$ cat src/rtl/lsu_pkg.sv
// Shared definitions for the LSU memory responder: FSM encoding and TLB latency limits.
package lsu_pkg;

  typedef enum logic [2:0] {
    StIdle      = 3'd0,
    StTranslate = 3'd1,
    StHit       = 3'd2,
    StIssue     = 3'd3,
    StWaitRd    = 3'd4,
    StDrain     = 3'd5
  } lsu_state_e;

  localparam int unsigned TlbCntW   = 3;
  localparam int unsigned TlbLatMin = 1;
  localparam int unsigned TlbLatMax = 7;

  function automatic bit tlb_lat_ok(input int unsigned lat);
    return (lat >= TlbLatMin) && (lat <= TlbLatMax);
  endfunction

endpackage

$ cat src/rtl/lsu_mem_responder_if.sv
// LSU request/response and L1 data-cache port bundle; names are from the responder's view.
interface lsu_mem_responder_if #(
  parameter int unsigned VADDR_W = 39,
  parameter int unsigned PADDR_W = 40,
  parameter int unsigned DATA_W  = 64
);
  logic               trns_req_i;
  logic [VADDR_W-1:0] vaddr_i;
  logic               is_store_i;
  logic [DATA_W-1:0]  wdata_i;
  logic               mem_req_valid_i;
  logic               kill_i;
  logic               dtlb_hit_o;
  logic               ld_resp_gnt_o;
  logic               ld_resp_valid_o;
  logic [DATA_W-1:0]  ld_data_o;
  logic               st_resp_gnt_o;
  logic               dc_req_o;
  logic               dc_we_o;
  logic [PADDR_W-1:0] dc_addr_o;
  logic [DATA_W-1:0]  dc_wdata_o;
  logic               dc_gnt_i;
  logic               dc_rvalid_i;
  logic [DATA_W-1:0]  dc_rdata_i;

  // Responder side.
  modport slave (
    input  trns_req_i, vaddr_i, is_store_i, wdata_i, mem_req_valid_i, kill_i,
    output dtlb_hit_o, ld_resp_gnt_o, ld_resp_valid_o, ld_data_o, st_resp_gnt_o,
    output dc_req_o, dc_we_o, dc_addr_o, dc_wdata_o,
    input  dc_gnt_i, dc_rvalid_i, dc_rdata_i
  );

  // LSU FSM plus cache model side.
  modport master (
    output trns_req_i, vaddr_i, is_store_i, wdata_i, mem_req_valid_i, kill_i,
    input  dtlb_hit_o, ld_resp_gnt_o, ld_resp_valid_o, ld_data_o, st_resp_gnt_o,
    input  dc_req_o, dc_we_o, dc_addr_o, dc_wdata_o,
    output dc_gnt_i, dc_rvalid_i, dc_rdata_i
  );
endinterface

$ cat src/rtl/lsu_tlb_stub.sv
// Fixed-latency bare-mode translation; a real TLB can replace it behind start/active/hit.
module lsu_tlb_stub
  import lsu_pkg::*;
#(
  parameter int unsigned VADDR_W = 39,
  parameter int unsigned PADDR_W = 40,
  parameter int unsigned TLB_LAT = 2
) (
  input  logic               clk,
  input  logic               rst,
  input  logic               start_i,
  input  logic               active_i,
  input  logic [VADDR_W-1:0] vaddr_i,
  output logic               hit_o,
  output logic [PADDR_W-1:0] paddr_o
);

  localparam logic [TlbCntW-1:0] LastCnt = TlbCntW'(TLB_LAT - 1);

  logic [TlbCntW-1:0] cnt_q, cnt_d;
  logic               hit_q, hit_d;

  // The hit is registered, so the FSM sees it one cycle after the count reaches its end.
  always_comb begin
    cnt_d = cnt_q;
    hit_d = 1'b0;
    if (start_i) begin
      cnt_d = '0;
    end else if (active_i) begin
      cnt_d = cnt_q + 1'b1;
      hit_d = (cnt_q == LastCnt);
    end
  end

  always_ff @(posedge clk) begin
    if (!rst) begin
      cnt_q <= '0;
      hit_q <= 1'b0;
    end else begin
      cnt_q <= cnt_d;
      hit_q <= hit_d;
    end
  end

  assign hit_o   = hit_q;
  assign paddr_o = PADDR_W'(vaddr_i);

endmodule

$ cat src/rtl/lsu_mem_responder.sv
// Serves LSU translation and load/store requests, forwarding one at a time to the L1 D-cache.
module lsu_mem_responder
  import lsu_pkg::*;
#(
  parameter int unsigned VADDR_W = 39,
  parameter int unsigned PADDR_W = 40,
  parameter int unsigned DATA_W  = 64,
  parameter int unsigned TLB_LAT = 2
) (
  input logic                clk,
  input logic                rst,
  lsu_mem_responder_if.slave bus
);

  if (!tlb_lat_ok(TLB_LAT)) begin : g_bad_tlb_lat
    $error("TLB_LAT must be within 1..7");
  end

  lsu_state_e         state_q, state_d;
  logic [VADDR_W-1:0] vaddr_q, vaddr_d;
  logic               is_store_q, is_store_d;
  logic [DATA_W-1:0]  wdata_q, wdata_d;
  logic               dtlb_hit_q, dtlb_hit_d;
  logic               ld_gnt_q, ld_gnt_d;
  logic               ld_valid_q, ld_valid_d;
  logic [DATA_W-1:0]  ld_data_q, ld_data_d;
  logic               st_gnt_q, st_gnt_d;
  logic               dc_req_q, dc_req_d;
  logic               dc_we_q, dc_we_d;
  logic [PADDR_W-1:0] dc_addr_q, dc_addr_d;
  logic [DATA_W-1:0]  dc_wdata_q, dc_wdata_d;

  logic               tlb_start, tlb_active, tlb_hit;
  logic [PADDR_W-1:0] paddr;

  assign tlb_active = (state_q == StTranslate) && !bus.kill_i;

  lsu_tlb_stub #(
    .VADDR_W (VADDR_W),
    .PADDR_W (PADDR_W),
    .TLB_LAT (TLB_LAT)
  ) u_tlb (
    .clk      (clk),
    .rst      (rst),
    .start_i  (tlb_start),
    .active_i (tlb_active),
    .vaddr_i  (vaddr_q),
    .hit_o    (tlb_hit),
    .paddr_o  (paddr)
  );

  always_comb begin
    state_d    = state_q;
    vaddr_d    = vaddr_q;
    is_store_d = is_store_q;
    wdata_d    = wdata_q;
    dtlb_hit_d = 1'b0;
    ld_gnt_d   = 1'b0;
    ld_valid_d = 1'b0;
    st_gnt_d   = 1'b0;
    ld_data_d  = ld_data_q;
    dc_req_d   = dc_req_q;
    dc_we_d    = dc_we_q;
    dc_addr_d  = dc_addr_q;
    dc_wdata_d = dc_wdata_q;
    tlb_start  = 1'b0;

    unique case (state_q)
      StIdle: begin
        if (bus.trns_req_i && !bus.kill_i) begin
          vaddr_d    = bus.vaddr_i;
          is_store_d = bus.is_store_i;
          wdata_d    = bus.wdata_i;
          tlb_start  = 1'b1;
          state_d    = StTranslate;
        end
      end
      StTranslate: begin
        if (bus.kill_i) begin
          state_d = StIdle;
        end else if (tlb_hit) begin
          dtlb_hit_d = 1'b1;
          state_d    = StHit;
        end
      end
      StHit: begin
        if (bus.kill_i) begin
          state_d = StIdle;
        end else if (bus.mem_req_valid_i) begin
          dc_req_d   = 1'b1;
          dc_we_d    = is_store_q;
          dc_addr_d  = paddr;
          dc_wdata_d = wdata_q;
          state_d    = StIssue;
        end
      end
      StIssue: begin
        // A grant beats a same-cycle kill: the cache already owns the transaction.
        if (bus.dc_gnt_i) begin
          dc_req_d = 1'b0;
          if (is_store_q) begin
            st_gnt_d = 1'b1;
            state_d  = StIdle;
          end else if (bus.kill_i) begin
            state_d = StDrain;
          end else begin
            ld_gnt_d = 1'b1;
            state_d  = StWaitRd;
          end
        end else if (bus.kill_i) begin
          dc_req_d = 1'b0;
          state_d  = StIdle;
        end
      end
      StWaitRd: begin
        // Kill with rvalid in the same cycle has nothing left to drain.
        if (bus.kill_i) begin
          state_d = bus.dc_rvalid_i ? StIdle : StDrain;
        end else if (bus.dc_rvalid_i) begin
          ld_data_d  = bus.dc_rdata_i;
          ld_valid_d = 1'b1;
          state_d    = StIdle;
        end
      end
      StDrain: begin
        if (bus.dc_rvalid_i) begin
          state_d = StIdle;
        end
      end
      default: state_d = StIdle;
    endcase
  end

  always_ff @(posedge clk) begin
    if (!rst) begin
      state_q    <= StIdle;
      vaddr_q    <= '0;
      is_store_q <= 1'b0;
      wdata_q    <= '0;
      dtlb_hit_q <= 1'b0;
      ld_gnt_q   <= 1'b0;
      ld_valid_q <= 1'b0;
      ld_data_q  <= '0;
      st_gnt_q   <= 1'b0;
      dc_req_q   <= 1'b0;
      dc_we_q    <= 1'b0;
      dc_addr_q  <= '0;
      dc_wdata_q <= '0;
    end else begin
      state_q    <= state_d;
      vaddr_q    <= vaddr_d;
      is_store_q <= is_store_d;
      wdata_q    <= wdata_d;
      dtlb_hit_q <= dtlb_hit_d;
      ld_gnt_q   <= ld_gnt_d;
      ld_valid_q <= ld_valid_d;
      ld_data_q  <= ld_data_d;
      st_gnt_q   <= st_gnt_d;
      dc_req_q   <= dc_req_d;
      dc_we_q    <= dc_we_d;
      dc_addr_q  <= dc_addr_d;
      dc_wdata_q <= dc_wdata_d;
    end
  end

  assign bus.dtlb_hit_o      = dtlb_hit_q;
  assign bus.ld_resp_gnt_o   = ld_gnt_q;
  assign bus.ld_resp_valid_o = ld_valid_q;
  assign bus.ld_data_o       = ld_data_q;
  assign bus.st_resp_gnt_o   = st_gnt_q;
  assign bus.dc_req_o        = dc_req_q;
  assign bus.dc_we_o         = dc_we_q;
  assign bus.dc_addr_o       = dc_addr_q;
  assign bus.dc_wdata_o      = dc_wdata_q;

endmodule

$ cat src/flat_wrapper.sv
// flat-port wrapper written by rule: the top's interface ports become plain ports
module lsu_mem_responder_flat import lsu_pkg::*;
#(
  parameter int unsigned VADDR_W = 39,
  parameter int unsigned PADDR_W = 40,
  parameter int unsigned DATA_W  = 64,
  parameter int unsigned TLB_LAT = 2
)
  (clk, rst, bus_trns_req_i, bus_vaddr_i, bus_is_store_i, bus_wdata_i, bus_mem_req_valid_i, bus_kill_i, bus_dtlb_hit_o, bus_ld_resp_gnt_o, bus_ld_resp_valid_o, bus_ld_data_o, bus_st_resp_gnt_o, bus_dc_req_o, bus_dc_we_o, bus_dc_addr_o, bus_dc_wdata_o, bus_dc_gnt_i, bus_dc_rvalid_i, bus_dc_rdata_i);
  lsu_mem_responder_if #(.VADDR_W(VADDR_W), .PADDR_W(PADDR_W), .DATA_W(DATA_W)) bus_i ();
  input logic clk;
  input logic rst;
  input wire logic [$bits(bus_i.trns_req_i)-1:0] bus_trns_req_i;
  input wire logic [$bits(bus_i.vaddr_i)-1:0] bus_vaddr_i;
  input wire logic [$bits(bus_i.is_store_i)-1:0] bus_is_store_i;
  input wire logic [$bits(bus_i.wdata_i)-1:0] bus_wdata_i;
  input wire logic [$bits(bus_i.mem_req_valid_i)-1:0] bus_mem_req_valid_i;
  input wire logic [$bits(bus_i.kill_i)-1:0] bus_kill_i;
  output wire logic [$bits(bus_i.dtlb_hit_o)-1:0] bus_dtlb_hit_o;
  output wire logic [$bits(bus_i.ld_resp_gnt_o)-1:0] bus_ld_resp_gnt_o;
  output wire logic [$bits(bus_i.ld_resp_valid_o)-1:0] bus_ld_resp_valid_o;
  output wire logic [$bits(bus_i.ld_data_o)-1:0] bus_ld_data_o;
  output wire logic [$bits(bus_i.st_resp_gnt_o)-1:0] bus_st_resp_gnt_o;
  output wire logic [$bits(bus_i.dc_req_o)-1:0] bus_dc_req_o;
  output wire logic [$bits(bus_i.dc_we_o)-1:0] bus_dc_we_o;
  output wire logic [$bits(bus_i.dc_addr_o)-1:0] bus_dc_addr_o;
  output wire logic [$bits(bus_i.dc_wdata_o)-1:0] bus_dc_wdata_o;
  input wire logic [$bits(bus_i.dc_gnt_i)-1:0] bus_dc_gnt_i;
  input wire logic [$bits(bus_i.dc_rvalid_i)-1:0] bus_dc_rvalid_i;
  input wire logic [$bits(bus_i.dc_rdata_i)-1:0] bus_dc_rdata_i;
  assign bus_i.trns_req_i = bus_trns_req_i;
  assign bus_i.vaddr_i = bus_vaddr_i;
  assign bus_i.is_store_i = bus_is_store_i;
  assign bus_i.wdata_i = bus_wdata_i;
  assign bus_i.mem_req_valid_i = bus_mem_req_valid_i;
  assign bus_i.kill_i = bus_kill_i;
  assign bus_dtlb_hit_o = bus_i.dtlb_hit_o;
  assign bus_ld_resp_gnt_o = bus_i.ld_resp_gnt_o;
  assign bus_ld_resp_valid_o = bus_i.ld_resp_valid_o;
  assign bus_ld_data_o = bus_i.ld_data_o;
  assign bus_st_resp_gnt_o = bus_i.st_resp_gnt_o;
  assign bus_dc_req_o = bus_i.dc_req_o;
  assign bus_dc_we_o = bus_i.dc_we_o;
  assign bus_dc_addr_o = bus_i.dc_addr_o;
  assign bus_dc_wdata_o = bus_i.dc_wdata_o;
  assign bus_i.dc_gnt_i = bus_dc_gnt_i;
  assign bus_i.dc_rvalid_i = bus_dc_rvalid_i;
  assign bus_i.dc_rdata_i = bus_dc_rdata_i;
  lsu_mem_responder #(.VADDR_W(VADDR_W), .PADDR_W(PADDR_W), .DATA_W(DATA_W), .TLB_LAT(TLB_LAT)) u_core (.clk(clk), .rst(rst), .bus(bus_i));
endmodule
$ cat config.mk
export PLATFORM = sky130hd
export DESIGN_NAME = lsu_mem_responder_flat
export DESIGN_NICKNAME = d
export VERILOG_FILES = /design/src/rtl/lsu_pkg.sv /design/src/rtl/lsu_mem_responder_if.sv /design/src/rtl/lsu_tlb_stub.sv /design/src/rtl/lsu_mem_responder.sv /design/src/flat_wrapper.sv
export SDC_FILE = /design/constraint.sdc
export NUM_CORES = 1
export LEC_CHECK = 0
export ABC_AREA = 1
export CAP_MARGIN = 20
export CORE_UTILIZATION = 35
export CTS_CLUSTER_SIZE = 40
export DETAILED_ROUTE_END_ITERATION = 10
export MAX_ROUTING_LAYER = met4
export PLACE_DENSITY = 0.65
export SLEW_MARGIN = 20
export SYNTH_ARGS = -nofsm -noshare
export SYNTH_HDL_FRONTEND = slang
export SYNTH_SLANG_ARGS = --single-unit
export TNS_END_PERCENT = 10
$ cat constraint.sdc
create_clock -name clk -period 1.4 [get_ports clk]
set_input_delay 0.35 -clock clk [delete_from_list [all_inputs] [get_ports clk]]
set_output_delay 0.35 -clock clk [all_outputs]
set_load 0.01 [all_outputs]
== Yosys cells after proc, flatten, opt, wreduce, memory -nomap -nowiden ==
Cells that the tools add are included.

* Register bits: 284
* Latch bits: 0
* Memory bits (writable): 0
* ROM bits: 0
* Input port bits: 175
* Output and inout port bits: 174
* Word-level logic and storage cells: 75
* Memories kept: 0

* Add/sub/neg operators: 1
* $mul: 0
* Div/mod/pow operators: 0
* $lt $le $gt $ge: 0
* Eq/ne operators: 12
* Shift-type cells: 0
* Muxes and demuxes: 24
* Bitwise operators: 7
* Reductions and logical operators: 16

{| class="wikitable"
|+ Operator list
! operator !! count
|-
| $mux 3 || 11
|-
| $pmux 3 s6 || 1
|-
| $mux 1 || 11
|-
| $ne 3x3->1 const B || 3
|-
| $reduce_and 3->1 || 3
|-
| $reduce_or 3->1 || 3
|-
| $reduce_and 4->1 || 2
|-
| $not 1->1 || 7
|-
| $eq 3x1->1 const B || 2
|-
| $eq 3x2->1 const B || 2
|-
| $eq 3x3->1 const B || 2
|-
| $ne 2x2->1 const B || 2
|-
| $reduce_or 4->1 || 1
|-
| $add 3x1->3 const B || 1
|-
| $logic_not 3->1 || 1
|-
| $logic_and 1x1->1 || 2
|-
| $ne 2x1->1 const B || 1
|-
| $pmux 1 s2 || 1
|-
| $reduce_and 2->1 || 1
|-
| $reduce_bool 2->1 || 1
|-
| $reduce_or 2->1 || 1
|-
| $logic_not 1->1 || 1
|}

== Longest topological paths before layout ==
* Word-level depth: 5
* Mapped depth: 8
* Depth with buffers taken out: 7

== Hierarchy ==
From an unflattened synthesis, not the netlist that was laid out.

* Cells, all modules: 1320
* Area, all modules: 10401.2 sq um

{| class="wikitable"
|+ By module, submodules not included
! module !! instances !! cells each !! area each (sq um) !! sequential area each (sq um)
|-
| lsu_mem_responder || 1 || 1254 || 9915.8 || 5625.4
|-
| lsu_tlb_stub || 1 || 66 || 485.5 || 80.1
|}

== Worst setup path after synthesis ==
OpenSTA, ideal clock, no wires.

* Path kind: reg-to-reg
* Start point: reg u_core.state_q[2]
* End point: reg u_core.dc_wdata_q[10], in the netlist u_core.bus.dc_wdata_o[10]
* Library setup time: 0.116 ns
* Arrival: 1.242 ns
* Required time: 1.284 ns
* Path slack: 0.043 ns
* Stages on the path, launching flop included: 9
* Buffers on the path: 2
* Clock period less this slack: 1.357 ns
* Cell sequence: dfxtp_1 -> nor2_4 -> nand3_2 -> nor2_4 -> inv_2 -> buf_6 -> buf_6 -> nor2_1 -> nor2_1

* Word-level cells in the longest chain between the ends: 2

{| class="wikitable"
|+ Ends and longest elaborated chain
! element !! RTL line !! text
|-
| start: declaration || lsu_mem_responder.sv:19 || <nowiki>lsu_state_e state_q, state_d;</nowiki>
|-
| start signal: assignment || lsu_mem_responder.sv:136 || <nowiki>state_q <= StIdle;</nowiki>
|-
| start signal: assignment || lsu_mem_responder.sv:150 || <nowiki>state_q <= state_d;</nowiki>
|-
| $eq 3x2->1 || lsu_mem_responder.sv:68 || <nowiki>unique case (state_q)</nowiki>
|-
| $reduce_and 3->1 (no source line) || -- ||
|-
| end signal: assignment || lsu_mem_responder.sv:162 || <nowiki>dc_wdata_q <= dc_wdata_d;</nowiki>
|-
| end: declaration || lsu_mem_responder.sv:31 || <nowiki>logic [DATA_W-1:0] dc_wdata_q, dc_wdata_d;</nowiki>
|}

Every way passes these cells.
A chain may end at the register's enable or synchronous reset.

== Worst setup path in the final report ==
* Start point: reg u_core.state_q[2]
* End point: reg u_core.wdata_q[20]

* Word-level cells in the longest chain between the ends: 2

{| class="wikitable"
|+ Ends and longest elaborated chain
! element !! RTL line !! text
|-
| $logic_not 3->1 || lsu_mem_responder.sv:68 ||
|-
| $reduce_and 2->1 (no source line) || -- ||
|-
| end signal: assignment || lsu_mem_responder.sv:153 || <nowiki>wdata_q <= wdata_d;</nowiki>
|-
| end: declaration || lsu_mem_responder.sv:22 || <nowiki>logic [DATA_W-1:0] wdata_q, wdata_d;</nowiki>
|}

Every way passes these cells.

==> run summary <==
Post-synth top cells -> nor2_1, dfxtp_1, o21ai_0
Via count -> 9729
Synth Cell Area -> 0.00997 mm2
CP peak stage delay -> 0.37 ns
TritonCTS Buffers -> 31
#FFs+latches synth -> 284
Int Pwr -> 14.8 mW
Fin cells -> 2044
Clk Tree Root Cell -> clkbuf_16
Multi-input logic area -> 0.00403 mm2
Inst Count DP -> 1958
Syn Area/Cell -> 7.88 um2
Proportion of layout cells with a drive suffix above 1 -> 31.2%
Vias in the first global route -> 9249
Critical R2R Launch -> u_core.state_q[2]
Mapped Nets -> 1443
Sw power -> 4.68 mW
Largest area contributor in the netlist -> dfxtp_1
FF+latch area -> 0.00584 mm2
# setup viols final -> 54
Worst-path clk slew -> 0.06 ns
Avg Vias per Cell -> 4.76
Clock Power Share -> 43.7%
CP startpoint kind -> register
Sequential power share -> 44.8%
Max cap viols -> 0
Routing usage on met1 -> 25.3%
WL final -> 32000 um
DRC -> 0
Overflow left after global routing -> 0
Ys flop type -> dfxtp_1
Core ar. -> 0.0279 mm2
Top Usage Layer GRT -> met2
Share of the synthesized area in the top cell type -> 57.0%
Pwr dens -> 1240 mW/mm2
Area growth, synth to finish -> 57.5%
Combinational power share -> 11.6%
FFs w/ async S/R, synth -> 0%
Final period utilization -> 104%
Io pins -> 349
Crit Path Class -> register to register
Post-Syn Instances -> 1266
Top-count cell post-synth -> nor2_1
Critical path data arrival time -> 1.89 ns
Clock skew -> 0.0222 ns
Switching portion of total power -> 24.0%
Max FO, Critical Path -> 15
Peak Freq -> 0.689 GHz
Die span in x -> 171 um
Worst R2R Path Depth -> 8
Initial antenna violation count -> 0
Critical Path Slowest Stage Cell -> dfxtp_4
TritonCTS clock tree -> built
IO buf count -> 347
DP HPWL -> 19900 um
CP endpoint kind -> register
Top cells by area, synth -> dfxtp_1, nor2_1, o21ai_0
Total GRT Usage -> 20.9%
Seq/Total Area, Yosys -> 57.0%
R2r setup slk -> -0.05 ns
# fillers -> 2577
Status -> finished with violations
GPL Wtd Cong -> 0.785
Die area -> 0.0292 mm2
Endpoints failing hold -> 0
End of the worst register-to-register path -> u_core.wdata_q[20]
Final min period -> 1.45 ns
Slew Viols, Final -> 0
Initial cell density of the core -> 35.7%
First-pass GRT wire length -> 47500 um
Final WS setup -> -0.0512 ns
Clk sinks -> 284
DR pass1 iterations -> 5
Antenna Nets Post-Route -> 0
Failing checks -> setup timing
Post-synth EDFFs -> 0
Die Ht -> 171 um
Iteration-0 DRC Markers -> 565
Number of antenna diodes -> 0
Global routing met2 resource utilization -> 35.0%
RSZ-0062 raised after global routing -> true
Met3 Use GR -> 4.90%
# rows -> 61
WHS Endpoint -> u_core.bus.ld_data_o[63]
Largest net degree at the start of global routing -> 74
Hold Slack -> 0.156 ns
Max IR drop VDD -> 0.956 mV
Yosys cell types -> 26
Clock Latency Late Sink -> 0.55 ns
Synth Warn # -> 0
CP cell instances -> nor2_4, buf_4, nand4_4, buf_12, buf_6, buf_8, o21ai_1, nor2_1
WL per Instance -> 15.6 um
Hold-critical path depth -> 3
Critical path required time -> 1.84 ns
Pleak -> 7.12 nW
Clock Path Buffers -> 3
Hold_sp -> rst
Layout net count -> 1819
Worst hold path type -> input port to register
H-tree depth -> 1
power groups by stage:
stage	sequential, mW	clock, mW	combinational [mW]
6_report	8.74	8.53	2.26
5_1_grt	8.78	9.06	2.49
4_1_cts	8.70	8.69	1.96
3_5_place_dp	8.87	0	1.94
3_3_place_gp	8.86	0	1.92
2_1_floorplan	8.86	0	0.935
logic make-up (layout without fill, tap and decap cells):
logic type	count (synthesis)	in the layout	synth area share [%]
AOI/OAI and AO/OA	279	279	14.1
xor gates and xnor gates	1	1	0.0878
adders and majority gates	2	2	0.251
buffers and inverters	107	507	5.61
DFF	284	284	57.0
other	1	1	0.0376
and+or+nand+nor	592	592	22.9
worst max-delay path, delay by kind of cell (launching register included):
| kind | cells | cell delay [ns] |
|---|---|---|
| flip-flops | 1 | 0.37 |
| buffers and inverters | 4 | 0.58 |
| AND/OR/NAND/NOR | 3 | 0.24 |
| AO/OA/AOI/OAI | 1 | 0.13 |
cell usage in the layout, fill, tap and decap left out, types with 2 or more instances in the layout:
cell type and n:
a21oi_1 2, buf_12 18, buf_16 4, buf_2 109, buf_4 49, buf_6 65
buf_8 3, bufinv_16 4, clkbuf_1 5, clkbuf_16 41, clkbuf_8 7, clkdlybuf4s50_1 173
clkinv_2 6, clkinvlp_4 3, dfxtp_1 164, dfxtp_2 117, dfxtp_4 3, ha_1 2
inv_1 11, inv_4 3, nand2_1 15, nand3_1 9, nand4_1 2, nor2_1 515
nor2_2 35, nor2_4 10, o21ai_0 140, o21ai_1 103, o21ai_2 29, o21ai_4 2
metal layers:
metal,vias to the layer above,part of all wire (%)
met5,-,0
met4,0,2.4
met3,57,7.1
met2,330,48
met1,4527,42
li1,4815,-
worst max-delay path by stage:
stage,start,endpoint,slack [ns]
after floorplan,u_core.state_q[2],u_core.bus.dc_wdata_o[10],0.04
after global placement,bus_kill_i,u_core.bus.ld_data_o[6],-0.53
after detailed placement,bus_kill_i,u_core.bus.ld_data_o[6],-0.54
after CTS,u_core.bus.dc_wdata_o[48],bus_dc_wdata_o[48],-0.08
after global routing,u_core.state_q[2],u_core.bus.dc_wdata_o[5],-0.09
final,u_core.state_q[2],u_core.wdata_q[20],-0.05
through the flow:
stage | power (mW) | TNS, ns | area [um2] | setup WS [ns] | util [%]
final | 19.5 | -1.06 | 15700 | -0.0512 | 56.2
after detailed placement | 10.8 | -128.60 | 14000 | -0.544 | 50.1
after global routing | 20.3 | -11.89 | 15700 | -0.0950 | 56.2
after global placement | 10.8 | -122.13 | 14000 | -0.531 | 50.1
after floorplan | 9.79 | 0 | 9970 | 0.0425 | -
after CTS | 19.3 | -0.787 | 14600 | -0.0840 | 52.1
flip-flops by register name, indices dropped and copies added (netlist names):
signal,cells
u_core.bus.dtlb_hit_o,1
u_core.wdata_q,64
u_core.bus.ld_resp_gnt_o,1
u_core.u_tlb.hit_o,1
u_core.u_tlb.cnt_q,3
u_core.bus.st_resp_gnt_o,1
u_core.state_q,3
u_core.bus.ld_data_o,64
u_core.bus.dc_req_o,1
u_core.is_store_q,1
u_core.bus.dc_we_o,1
u_core.bus.dc_wdata_o,64
u_core.vaddr_q,39
u_core.bus.dc_addr_o,39
u_core.bus.ld_resp_valid_o,1
area by class of cell:
type | instances | area share [%]
inverters | 17 | 0.613
clock buffers | 43 | 5.67
flip-flops and latches | 284 | 37.2
clock inverters | 14 | 1.18
repair buffers | 432 | 26.6
multi-input cells | 875 | 25.7
well taps | 378 | 3.01
repair inverters | 1 | 0.0478
what timing repair did:
item,4_1_cts,5_1_grt
endpoints found under the setup margin,342,390
hold endpoints to repair,0,0
hold buffers,0,0
pin swaps,3,17
resized for setup,781,317
buffers inserted,8,7
gates cloned,3,11
Note: power is estimated with default switching activity, not from simulation.
